[src/rtl/pipe_sum_final_pkg.sv]
// Shared constants for the final reduction stage of the matrix-multiply datapath.
// Element width and matrix dimension match the upstream partial-sum stage.
package pipe_sum_final_pkg;

    // Element width in bits, signed fixed point.
    localparam int WORD_LEN   = 32;
    // Elements per row and rows per matrix; must be a power of two.
    localparam int MATRIX_DIM = 8;
    // Width of the column and row indices.
    localparam int IDX_W      = $clog2(MATRIX_DIM);
    // Number of partial-sum lanes entering the adder tree each cycle.
    localparam int LANES      = 4;

    // True when an index addresses the last element of a row (or the last row).
    function automatic logic is_last_idx(input logic [IDX_W-1:0] idx);
        return idx == IDX_W'(MATRIX_DIM - 1);
    endfunction

endpackage : pipe_sum_final_pkg

[src/rtl/pipe_sum_final_add.sv]
// Registered halving adder node: sum <= (a + b) >>> 1 on signed operands.
// The full sum is formed one bit wider and its top W bits are kept, which is an
// arithmetic shift right by one rounding toward -inf; halving can never overflow.
module pipe_add_half
    import pipe_sum_final_pkg::*;
#(
    parameter int W = WORD_LEN
) (
    input  logic                clk,
    input  logic                rst_n,
    input  logic signed [W-1:0] a,
    input  logic signed [W-1:0] b,
    output logic signed [W-1:0] sum
);

    logic signed [W:0] full_sum;

    // Sign-extend both operands by one bit so the carry out is kept.
    always_comb begin
        full_sum = {a[W-1], a} + {b[W-1], b};
    end

    // Register the halved sum; reset only so that outputs start at a known zero.
    always_ff @(posedge clk) begin
        // NOTE: registers take non-blocking assignments so every flop samples the
        // pre-edge value of its inputs regardless of block evaluation order.
        if (!rst_n) begin
            sum <= '0;
        end else begin
            sum <= full_sum[W:1];
        end
    end

endmodule : pipe_add_half

[src/rtl/pipe_sum_final.sv]
// Final reduction stage: reduces four signed partial sums per cycle through a
// two-level pipelined halving adder tree, collects MATRIX_DIM consecutive
// elements into a row, and flags row and matrix completion.
module pipe_sum_final
    import pipe_sum_final_pkg::*;
(
    input  logic                               clk,
    input  logic                               rst_n,
    input  logic                               clr,
    input  logic                               we_in,
    input  logic [LANES*WORD_LEN-1:0]          partial_sum_0,
    output logic                               we_out,
    output logic signed [WORD_LEN-1:0]         dot_out,
    output logic [IDX_W-1:0]                   col_idx,
    output logic                               row_valid,
    output logic [MATRIX_DIM*WORD_LEN-1:0]     row_data,
    output logic [IDX_W-1:0]                   row_idx,
    output logic                               mat_done
);

    // ------------------------------------------------------------------
    // Adder tree
    // ------------------------------------------------------------------
    logic signed [WORD_LEN-1:0] lane [LANES];
    logic signed [WORD_LEN-1:0] s0;
    logic signed [WORD_LEN-1:0] s1;

    for (genvar k = 0; k < LANES; k++) begin : g_lane
        assign lane[k] = partial_sum_0[k*WORD_LEN +: WORD_LEN];
    end

    // Stage A: pairwise halving sums of the four lanes.
    pipe_add_half #(.W(WORD_LEN)) u_add_a0 (
        .clk   (clk),
        .rst_n (rst_n),
        .a     (lane[0]),
        .b     (lane[1]),
        .sum   (s0)
    );

    pipe_add_half #(.W(WORD_LEN)) u_add_a1 (
        .clk   (clk),
        .rst_n (rst_n),
        .a     (lane[2]),
        .b     (lane[3]),
        .sum   (s1)
    );

    // Stage B: halving sum of the two stage-A results is the output element.
    pipe_add_half #(.W(WORD_LEN)) u_add_b (
        .clk   (clk),
        .rst_n (rst_n),
        .a     (s0),
        .b     (s1),
        .sum   (dot_out)
    );

    // ------------------------------------------------------------------
    // Control state
    // ------------------------------------------------------------------
    logic                       valid_a;
    logic [IDX_W-1:0]           row_cnt;
    logic [WORD_LEN-1:0]        shadow [MATRIX_DIM];
    logic [MATRIX_DIM*WORD_LEN-1:0] row_next;
    logic                       elem_accept;
    logic                       row_last;

    // An output element is consumed unless a clear wins this cycle.
    always_comb begin
        // NOTE: every signal written in always_comb gets a value on every path
        // (here unconditionally) so no latch is inferred.
        elem_accept = we_out && !clr;
        row_last    = elem_accept && is_last_idx(col_idx);
    end

    // Assemble the completed row: stored slots plus the element arriving now.
    always_comb begin
        row_next = '0;
        for (int k = 0; k < MATRIX_DIM; k++) begin
            if (IDX_W'(k) == col_idx) begin
                row_next[k*WORD_LEN +: WORD_LEN] = dot_out;
            end else begin
                row_next[k*WORD_LEN +: WORD_LEN] = shadow[k];
            end
        end
    end

    // Valid pipeline tracking the two adder levels; clear drops in-flight elements.
    always_ff @(posedge clk) begin
        if (!rst_n) begin
            valid_a <= 1'b0;
            we_out  <= 1'b0;
        end else if (clr) begin
            valid_a <= 1'b0;
            we_out  <= 1'b0;
        end else begin
            valid_a <= we_in;
            we_out  <= valid_a;
        end
    end

    // Column and row counters advance only on accepted output elements.
    always_ff @(posedge clk) begin
        if (!rst_n) begin
            col_idx <= '0;
            row_cnt <= '0;
        end else if (clr) begin
            col_idx <= '0;
            row_cnt <= '0;
        end else if (elem_accept) begin
            col_idx <= col_idx + IDX_W'(1);
            if (row_last) begin
                row_cnt <= row_cnt + IDX_W'(1);
            end
        end
    end

    // Shadow row collects elements of the row currently being built.
    always_ff @(posedge clk) begin
        // NOTE: this small register array is deliberately reset, because a reset
        // must leave no stale row data behind; a RAM-style array would not be.
        if (!rst_n) begin
            for (int k = 0; k < MATRIX_DIM; k++) begin
                shadow[k] <= '0;
            end
        end else if (elem_accept) begin
            shadow[col_idx] <= dot_out;
        end
    end

    // Output row register and completion pulses; row_data holds until the next row.
    always_ff @(posedge clk) begin
        if (!rst_n) begin
            row_data  <= '0;
            row_idx   <= '0;
            row_valid <= 1'b0;
            mat_done  <= 1'b0;
        end else begin
            row_valid <= 1'b0;
            mat_done  <= 1'b0;
            if (row_last) begin
                row_data  <= row_next;
                row_idx   <= row_cnt;
                row_valid <= 1'b1;
                mat_done  <= is_last_idx(row_cnt);
            end
        end
    end

endmodule : pipe_sum_final
[config.mk]
export PLATFORM = sky130hd
export DESIGN_NAME = pipe_sum_final
export DESIGN_NICKNAME = d
export VERILOG_FILES = /design/src/rtl/pipe_sum_final_pkg.sv /design/src/rtl/pipe_sum_final_add.sv /design/src/rtl/pipe_sum_final.sv
export SDC_FILE = /design/constraint.sdc
export NUM_CORES = 1
export LEC_CHECK = 0
export ABC_AREA = 0
export CELL_PAD_IN_SITES_DETAIL_PLACEMENT = 0
export CELL_PAD_IN_SITES_GLOBAL_PLACEMENT = 2
export CORE_MARGIN = 5
export CORE_UTILIZATION = 39
export DETAILED_ROUTE_END_ITERATION = 10
export DONT_BUFFER_PORTS = 1
export PLACE_DENSITY_LB_ADDON = 0.1
export SLEW_MARGIN = 20
export SYNTH_ARGS = -nofsm -noshare
export SYNTH_HDL_FRONTEND = slang
export SYNTH_SLANG_ARGS = --single-unit
[constraint.sdc]
create_clock -name clk -period 6 [get_ports clk]
set_input_delay 1.8 -clock clk [delete_from_list [all_inputs] [get_ports clk]]
set_output_delay 1.8 -clock clk [all_outputs]
set_load 0.01 [all_outputs]
==> implementation parameters, run 1 <==
Parameter                              Value

Run status
  Run status    finished clean

STA
  Worst path setup slack after routing    between 1.5 and 2 ns
  Max_slew headroom    30.0%
  Slew Viols, Final    0
  Endpoints failing hold    0
  Maximum operating frequency    ~0.25 GHz
  Hold Slack    0.431 ns
  Final setup TNS    0 ns
  Final period demand of the worst path    ~4.1 ns
  Measured slew at the worst slew-check pin    roughly 1.0 ns
  Finish-stage setup viols    0
  Setup repair after global routing missed its margin    no
  Worst Clk Skew    about 0.023 ns
  Final critical-path share of the clock period    between 60% and 70%

Final layout
  Share of the core filled with cells in the final layout    44.0%
  Non-filler cells, final    around 3.5k
  Count of fill cells added during filler insertion    roughly 6.3k
  Post-layout net count    2,844
  Fraction of final layout cells with drive strength greater than 1    under 10%
  Layout-stage area growth over the synthesis result    11.7%

Placed design
  Placed instance count    between 3k and 4k
  Number of buffers added on ports    0
  Minimum setup slack after placement    between 1 and 1.5 ns
  Placed wire-length estimate after detailed placement    55,300 um
  Final weighted congestion in routability-driven placement    ~0.86

Global routing
  Global-route wire length before repair    about 120,000 um
  Layer carrying the most global-route usage    met2
  Overall routing resource usage    22.3%
  Global-route congestion overflow total    0
  M3 GR Usage    around 6.3%
  Met2 track demand over resource in global routing    between 30% and 40%
  Met1 demand-to-capacity share in global routing    between 20 and 30%
  Maximum number of pins on one net before global-route repair    between 150 and 200
  Via count of the first global-routing pass    18.3k
  Antenna violations before repair    19

Floorplan
  Initial standard-cell utilization of the core    about two fifths
  Cell row count    slightly above 90
  Die Y-Extent    roughly 270 um
  I/O pin total    approximately 430
  Chip width    265 um
  Die footprint    between 70,000 and 80,000 sq um
  Core outline area    64,500 sq um

Drt
  Drt first pass iters    5
  Number of nets with antenna violations after routing    0
  Number of remaining DRC errors    0
  Drt initial violations    about 1.5k
  Overall via count from detail_route    18.8k
  Total wire length after detailed routing    about 80,000 um
  Routed via count divided by cell count    between 5 and 6
  DR WL/cell    23.4 um

Synth
  Synth cell types    73
  Share of the yosys chip area belonging to registers    55.3%
  Syn nets    2,891
  Synthesized cell area    25,400 sq um
  Async set-reset flop share out of synthesis    0%
  Post-synthesis cell count    between 2k and 3k
  Mean area per synthesized cell    ~9.5 sq um
  Number of enable-type register cells in the synthesized netlist    ~220
  Warning count from the yosys run    0
  Number of flip-flops and latches in the synthesized netlist    589
  Leading register cell type out of synthesis    sky130_fd_sc_hd__dfxtp_1

Clock tree
  Clock tree from TritonCTS    done
  Clock latency reported for the late side of the worst-skew pair    0.62 ns
  Clk pin slew, worst setup/hold paths    roughly 0.060 ns
  Setup repair bufs after CTS    0
  Inserted Clock Buffers    60
  Hold bufs inserted after CTS    0
  CTS Buffer Depth    3
  Sinks on the clock net    roughly 590
  Cell at the root of the clock tree    sky130_fd_sc_hd__clkbuf_16
  Resize count post-CTS    0
  CTS HTree Levels    2

Critical path
  Category of the worst setup path capture point    register
  Crit start category    input pin
  Register-to-Register Path Depth    4
  Required time reported for the critical path endpoint    6.23 ns
  Top fanout value on the critical path    between 150 and 200
  Timing startpoint of the critical path    rst_n
  Signal arrival time at the worst endpoint    approximately 4.3 ns
  Startpoint of the most critical register-to-register path    we_out
  Classification of the worst setup path    input pin to register

Job
  Number of maximum-capacitance constraint violations    0

Worst hold path
  Hold path startpoint    valid_a
  Class of the worst hold path    register to register
  Instance count along the most critical hold path    1

Power
  Static leakage    between 0.01 and 0.015 uW
  Power Density    around 330 nW/um^2
  Worst-case vdd ir drop    0.202 mV
per-layer routing:
layer | wire, um | share of wire (%) | vias to the layer above
met5 | 0 | 0 | -
met4 | 2710 | 3.3 | 0
met2 | 40100 | 49 | 573
met1 | 32900 | 40 | 9058
met3 | 6690 | 8.1 | 133
li1 | - | - | 9054
layout by cell type (no fill, tap or decap), types with 19 or more instances in the layout:
cell type and instances:
sky130_fd_sc_hd__a21o_1 43, sky130_fd_sc_hd__ha_1 97, sky130_fd_sc_hd__nand2_1 614, sky130_fd_sc_hd__xor2_1 30
sky130_fd_sc_hd__nor2_1 113, sky130_fd_sc_hd__nand2b_1 26, sky130_fd_sc_hd__mux2i_1 20, sky130_fd_sc_hd__edfxtp_1 224
sky130_fd_sc_hd__and2_1 241, sky130_fd_sc_hd__o21a_1 19, sky130_fd_sc_hd__dfxtp_1 365, sky130_fd_sc_hd__nand3_1 24
sky130_fd_sc_hd__nand4_1 19, sky130_fd_sc_hd__xnor2_1 29, sky130_fd_sc_hd__buf_4 33, sky130_fd_sc_hd__inv_1 27
sky130_fd_sc_hd__clkbuf_16 61, sky130_fd_sc_hd__a21oi_1 363, sky130_fd_sc_hd__o21ai_0 59
layout make-up:
type	count	area [sq um]	share of cell area [%]
flip-flops and latches	589	14000	49.5
multi-input cells	1894	10800	37.9
clock buffers	81	1650	5.83
well taps	855	1070	3.77
repair buffers	39	374	1.32
clock inverters	32	342	1.20
inverters	28	113	0.397
diodes	5	12.5	0.0441
synth_stat cells, types with 7 or more instances:
| cell type | n | share of area [%] |
|---|---|---|
| sky130_fd_sc_hd__edfxtp_1 | 224 | 27 |
| sky130_fd_sc_hd__o21ai_0 | 64 | 1.3 |
| sky130_fd_sc_hd__nand2b_1 | 27 | 0.67 |
| sky130_fd_sc_hd__o211ai_1 | 14 | 0.41 |
| sky130_fd_sc_hd__xnor2_1 | 29 | 1.0 |
| sky130_fd_sc_hd__dfxtp_1 | 365 | 29 |
| sky130_fd_sc_hd__a21oi_1 | 363 | 7.2 |
| sky130_fd_sc_hd__a31oi_1 | 14 | 0.35 |
| sky130_fd_sc_hd__mux2i_1 | 20 | 0.79 |
| sky130_fd_sc_hd__nor3_1 | 18 | 0.36 |
| sky130_fd_sc_hd__and3_1 | 11 | 0.27 |
| sky130_fd_sc_hd__xor2_1 | 30 | 1.0 |
| sky130_fd_sc_hd__nand2_1 | 614 | 9.1 |
| sky130_fd_sc_hd__clkbuf_1 | 135 | 2.0 |
| sky130_fd_sc_hd__nand3_1 | 24 | 0.47 |
| sky130_fd_sc_hd__a21o_1 | 43 | 1.3 |
| sky130_fd_sc_hd__nor3b_1 | 7 | 0.21 |
| sky130_fd_sc_hd__and2_1 | 241 | 5.9 |
| sky130_fd_sc_hd__nand3b_1 | 7 | 0.21 |
| sky130_fd_sc_hd__nor2b_1 | 8 | 0.20 |
| sky130_fd_sc_hd__inv_1 | 27 | 0.40 |
| sky130_fd_sc_hd__buf_1 | 8 | 0.12 |
| sky130_fd_sc_hd__a211oi_1 | 11 | 0.33 |
| sky130_fd_sc_hd__o31ai_1 | 7 | 0.21 |
| sky130_fd_sc_hd__o21a_1 | 19 | 0.56 |
| sky130_fd_sc_hd__ha_1 | 97 | 4.8 |
| sky130_fd_sc_hd__o21bai_1 | 10 | 0.30 |
| sky130_fd_sc_hd__nor2_1 | 116 | 1.7 |
| sky130_fd_sc_hd__nand4_1 | 19 | 0.47 |
sequential cells by signal, summed over array words and instances (netlist names):
register      cells
row_data        256
shadow          224
u_add_a1.sum     32
row_valid         1
u_add_b.sum      32
u_add_a0.sum     32
col_idx           3
row_cnt           3
mat_done          1
we_out            1
valid_a           1
row_idx           3
final timing paths:
| check | end | slack [ns] |
|---|---|---|
| worst max-delay path | shadow[0][31] | 1.92 |
| worst min-delay path | we_out | 0.43 |
| worst max register to register | shadow[0][31] | 3.02 |
| worst min register to register | we_out | 0.43 |
cell families after synthesis:
group	share of synthesized area [%]
AOI/OAI and AO/OA	14.0
xor gates and xnor gates	2.04
adders and majority gates	5.02
buffers and inverters	2.63
DFF	55.3
muxes	0.789
and+or+nand+nor	20.2
metrics by stage:
step	instance area (sq um)	total power, uW
floorplan	25400	5200
global placement	26300	5800
detailed placement	26300	5800
CTS	28300	9610
global route	28300	9860
finish	28300	9490
critical path, stage by stage:
cell and delay [ns]:
sky130_fd_sc_hd__inv_8 0.18, sky130_fd_sc_hd__nor2_1 0.35, sky130_fd_sc_hd__nand3b_1 0.46, sky130_fd_sc_hd__nor3_2 0.31, sky130_fd_sc_hd__buf_4 0.32, sky130_fd_sc_hd__nand2b_2 0.71
power by group:
part	internal [uW]	switching, uW	total [uW]	leakage, uW
registers	4300	162	4460	0.00528
logic	395	856	1250	0.00415
clock network	2190	1590	3780	0.000968
total	6890	2610	9490	0.0104
(Power assumes the default switching activity.)
==> inputs of run 2 (changes only) <==
==> constraint.sdc (replaced) <==
create_clock -name clk -period 4.1 [get_ports clk]
set_input_delay 1.23 -clock clk [delete_from_list [all_inputs] [get_ports clk]]
set_output_delay 1.23 -clock clk [all_outputs]
set_load 0.01 [all_outputs]
==> implementation parameters, run 2 (same netlist as run 1, synthesis figures left out) <==
Parameter                              Value

Clock tree
  Sinks on the clock net    ~600
  CTS Buffer Depth    3
  Hold bufs inserted after CTS    0
  Setup repair bufs after CTS    0
  Clock latency reported for the late side of the worst-skew pair    0.60 ns
  Resize count post-CTS    0
  Inserted Clock Buffers    66
  Clk pin slew, worst setup/hold paths    roughly 0.060 ns
  CTS HTree Levels    3
  Clock tree from TritonCTS    done
  Cell at the root of the clock tree    sky130_fd_sc_hd__clkbuf_16

STA
  Measured slew at the worst slew-check pin    between 1 and 1.5 ns
  Endpoints failing hold    0
  Slew Viols, Final    0
  Setup repair after global routing missed its margin    no
  Finish-stage setup viols    0
  Worst Clk Skew    ~0.018 ns
  Max_slew headroom    a little under a third
  Maximum operating frequency    0.321 GHz
  Final critical-path share of the clock period    approximately 76%
  Final period demand of the worst path    a little over 3 ns

Worst hold path
  Class of the worst hold path    register to register
  Hold path startpoint    valid_a
  Terminating pin of the worst hold path    we_out
  Instance count along the most critical hold path    1

Final layout
  Largest register by flop count    row_data
  Fraction of final layout cells with drive strength greater than 1    under 10%
  Post-layout net count    ~2.9k
  Most common cell after layout, fill and taps aside    sky130_fd_sc_hd__nand2_1
  Count of fill cells added during filler insertion    6,219
  Flip-flop count of the largest register after layout    approximately 260
  Largest registers    row_data: 256 flops, shadow: 224 flops
  Post-route standard cell area excluding fillers    about 29,000 sq um
  Combined flip-flop and latch cell area    ~14,000 sq um
  Layout-stage area growth over the synthesis result    13.0%
  Total area of multi-input combinational cells    10,800 sq um
  Most frequent cells in the layout    sky130_fd_sc_hd__nand2_1, sky130_fd_sc_hd__dfxtp_1, sky130_fd_sc_hd__a21oi_1
  Non-filler cells, final    around 3.5k

Critical path
  Classification of the worst setup path    input pin to register
  Worst-path cell with the longest stage delay    sky130_fd_sc_hd__fa_1
  Delay of the slowest cell on the worst path    ~0.40 ns
  Crit start category    input pin
  End of the worst register-to-register path    u_add_b.sum[26]
  Top fanout value on the critical path    5
  Signal arrival time at the worst endpoint    3.63 ns
  Required time reported for the critical path endpoint    between 4 and 5 ns
  Register-to-Register Path Depth    8
  R2r setup slk    1.33 ns
  CP Cell Sequence    and2_1 -> fa_1 -> a21o_1 -> a221oi_2 -> o211ai_2 -> a211oi_2 -> buf_4 -> o21ai_0 -> o21ai_1 -> mux2i_1
  Startpoint of the most critical register-to-register path    u_add_a0.sum[4]
  Category of the worst setup path capture point    register

Global routing
  Via count of the first global-routing pass    between 15k and 20k
  Maximum number of pins on one net before global-route repair    approximately 170
  Global-route wire length before repair    approximately 120,000 um
  Global-route congestion overflow total    0
  Antenna violations before repair    16
  Overall routing resource usage    between 20% and 30%

Job
  Number of maximum-capacitance constraint violations    0

Drt
  Number of nets with antenna violations after routing    0
  Overall via count from detail_route    18.8k
  DR WL/cell    23.7 um
  Drt initial violations    about 1.3k
  Number of remaining DRC errors    0
  Total wire length after detailed routing    roughly 84,000 um
  Routed via count divided by cell count    ~5.3
  Drt first pass iters    5

Power
  Power Density    around 500 nW/um^2
  Worst-case vdd ir drop    approximately 0.27 mV
  Static leakage    around 0.011 uW

Floorplan
  Chip width    between 200 and 300 um
  Initial standard-cell utilization of the core    39.4%
  Die footprint    between 70,000 and 80,000 sq um
  I/O pin total    ~430
  Cell row count    93
  Die Y-Extent    roughly 270 um
  Core outline area    approximately 64,000 sq um

Placed design
  Placed instance count    between 3k and 4k
  Final weighted congestion in routability-driven placement    about 0.89
  Placed inst area    around 26,000 sq um
  Placed wire-length estimate after detailed placement    around 56,000 um
  Number of buffers added on ports    0

Run status
  Run status    finished clean
run 2: final cells by class:
cell class | instances | area share, %
clock inverters | 24 | 0.738
multi-input cells | 1894 | 37.6
diodes | 2 | 0.0175
inverters | 28 | 0.393
clock buffers | 98 | 6.93
flip-flops and latches | 589 | 49.0
repair buffers | 51 | 1.65
well taps | 855 | 3.73
run 2: per-layer routing:
layer / wire length, um / GRT usage (%) / vias up / share of wire [%]
met1: 33800 / 28.2 / 9018 / 40
met5: 13 / 0 / - / 0.015
met4: 2430 / 7.37 / 2 / 2.9
met3: 5950 / 5.62 / 121 / 7.1
li1: - / - / 9086 / -
met2: 41800 / 39.6 / 558 / 50
run 2: per-stage QoR:
| step | util [%] | hold WS (ns) | power, uW | setup TNS [ns] | setup WS [ns] |
|---|---|---|---|---|---|
| 3_3_place_gp | 41.0 | 0.416 | 8530 | 0 | 0.441 |
| 3_5_place_dp | 41.0 | 0.419 | 8520 | 0 | 0.406 |
| 5_1_grt | 44.5 | 0.439 | 14900 | 0 | 0.857 |
| 4_1_cts | 44.4 | 0.432 | 14500 | 0 | 1.03 |
| 2_1_floorplan | - | 0.406 | 7620 | -55.88 | -0.447 |
| 6_report | 44.5 | 0.434 | 14300 | 0 | 0.984 |
run 2: worst max path at each step:
stage / cells past startpoint / slack (ns) / start / to
CTS: 10 / 1.03 / partial_sum_0[64] / u_add_a1.sum[23]
detailed placement: 10 / 0.41 / partial_sum_0[64] / u_add_a1.sum[23]
global placement: 10 / 0.44 / partial_sum_0[64] / u_add_a1.sum[23]
global route: 10 / 0.86 / partial_sum_0[64] / u_add_a1.sum[23]
floorplan: 4 / -0.45 / rst_n / shadow[4][0]
finish: 10 / 0.98 / partial_sum_0[64] / u_add_a1.sum[23]
run 2: report_power, final:
group | leakage (uW) | total (uW) | switching (uW) | internal, uW
Combinational | 0.00420 | 1810 | 1220 | 582
Clock | 0.00109 | 5930 | 2420 | 3510
Sequential | 0.00528 | 6570 | 277 | 6290
Total | 0.0106 | 14300 | 3920 | 10400
run 2: critical path: cells and delay by family:
family                     cells  cell delay [ns]
muxes                          1             0.21
and+or+nand+nor                1             0.15
AOI/OAI and AO/OA              6             1.46
adders and majority gates      1             0.40
buffers and inverters          1             0.18
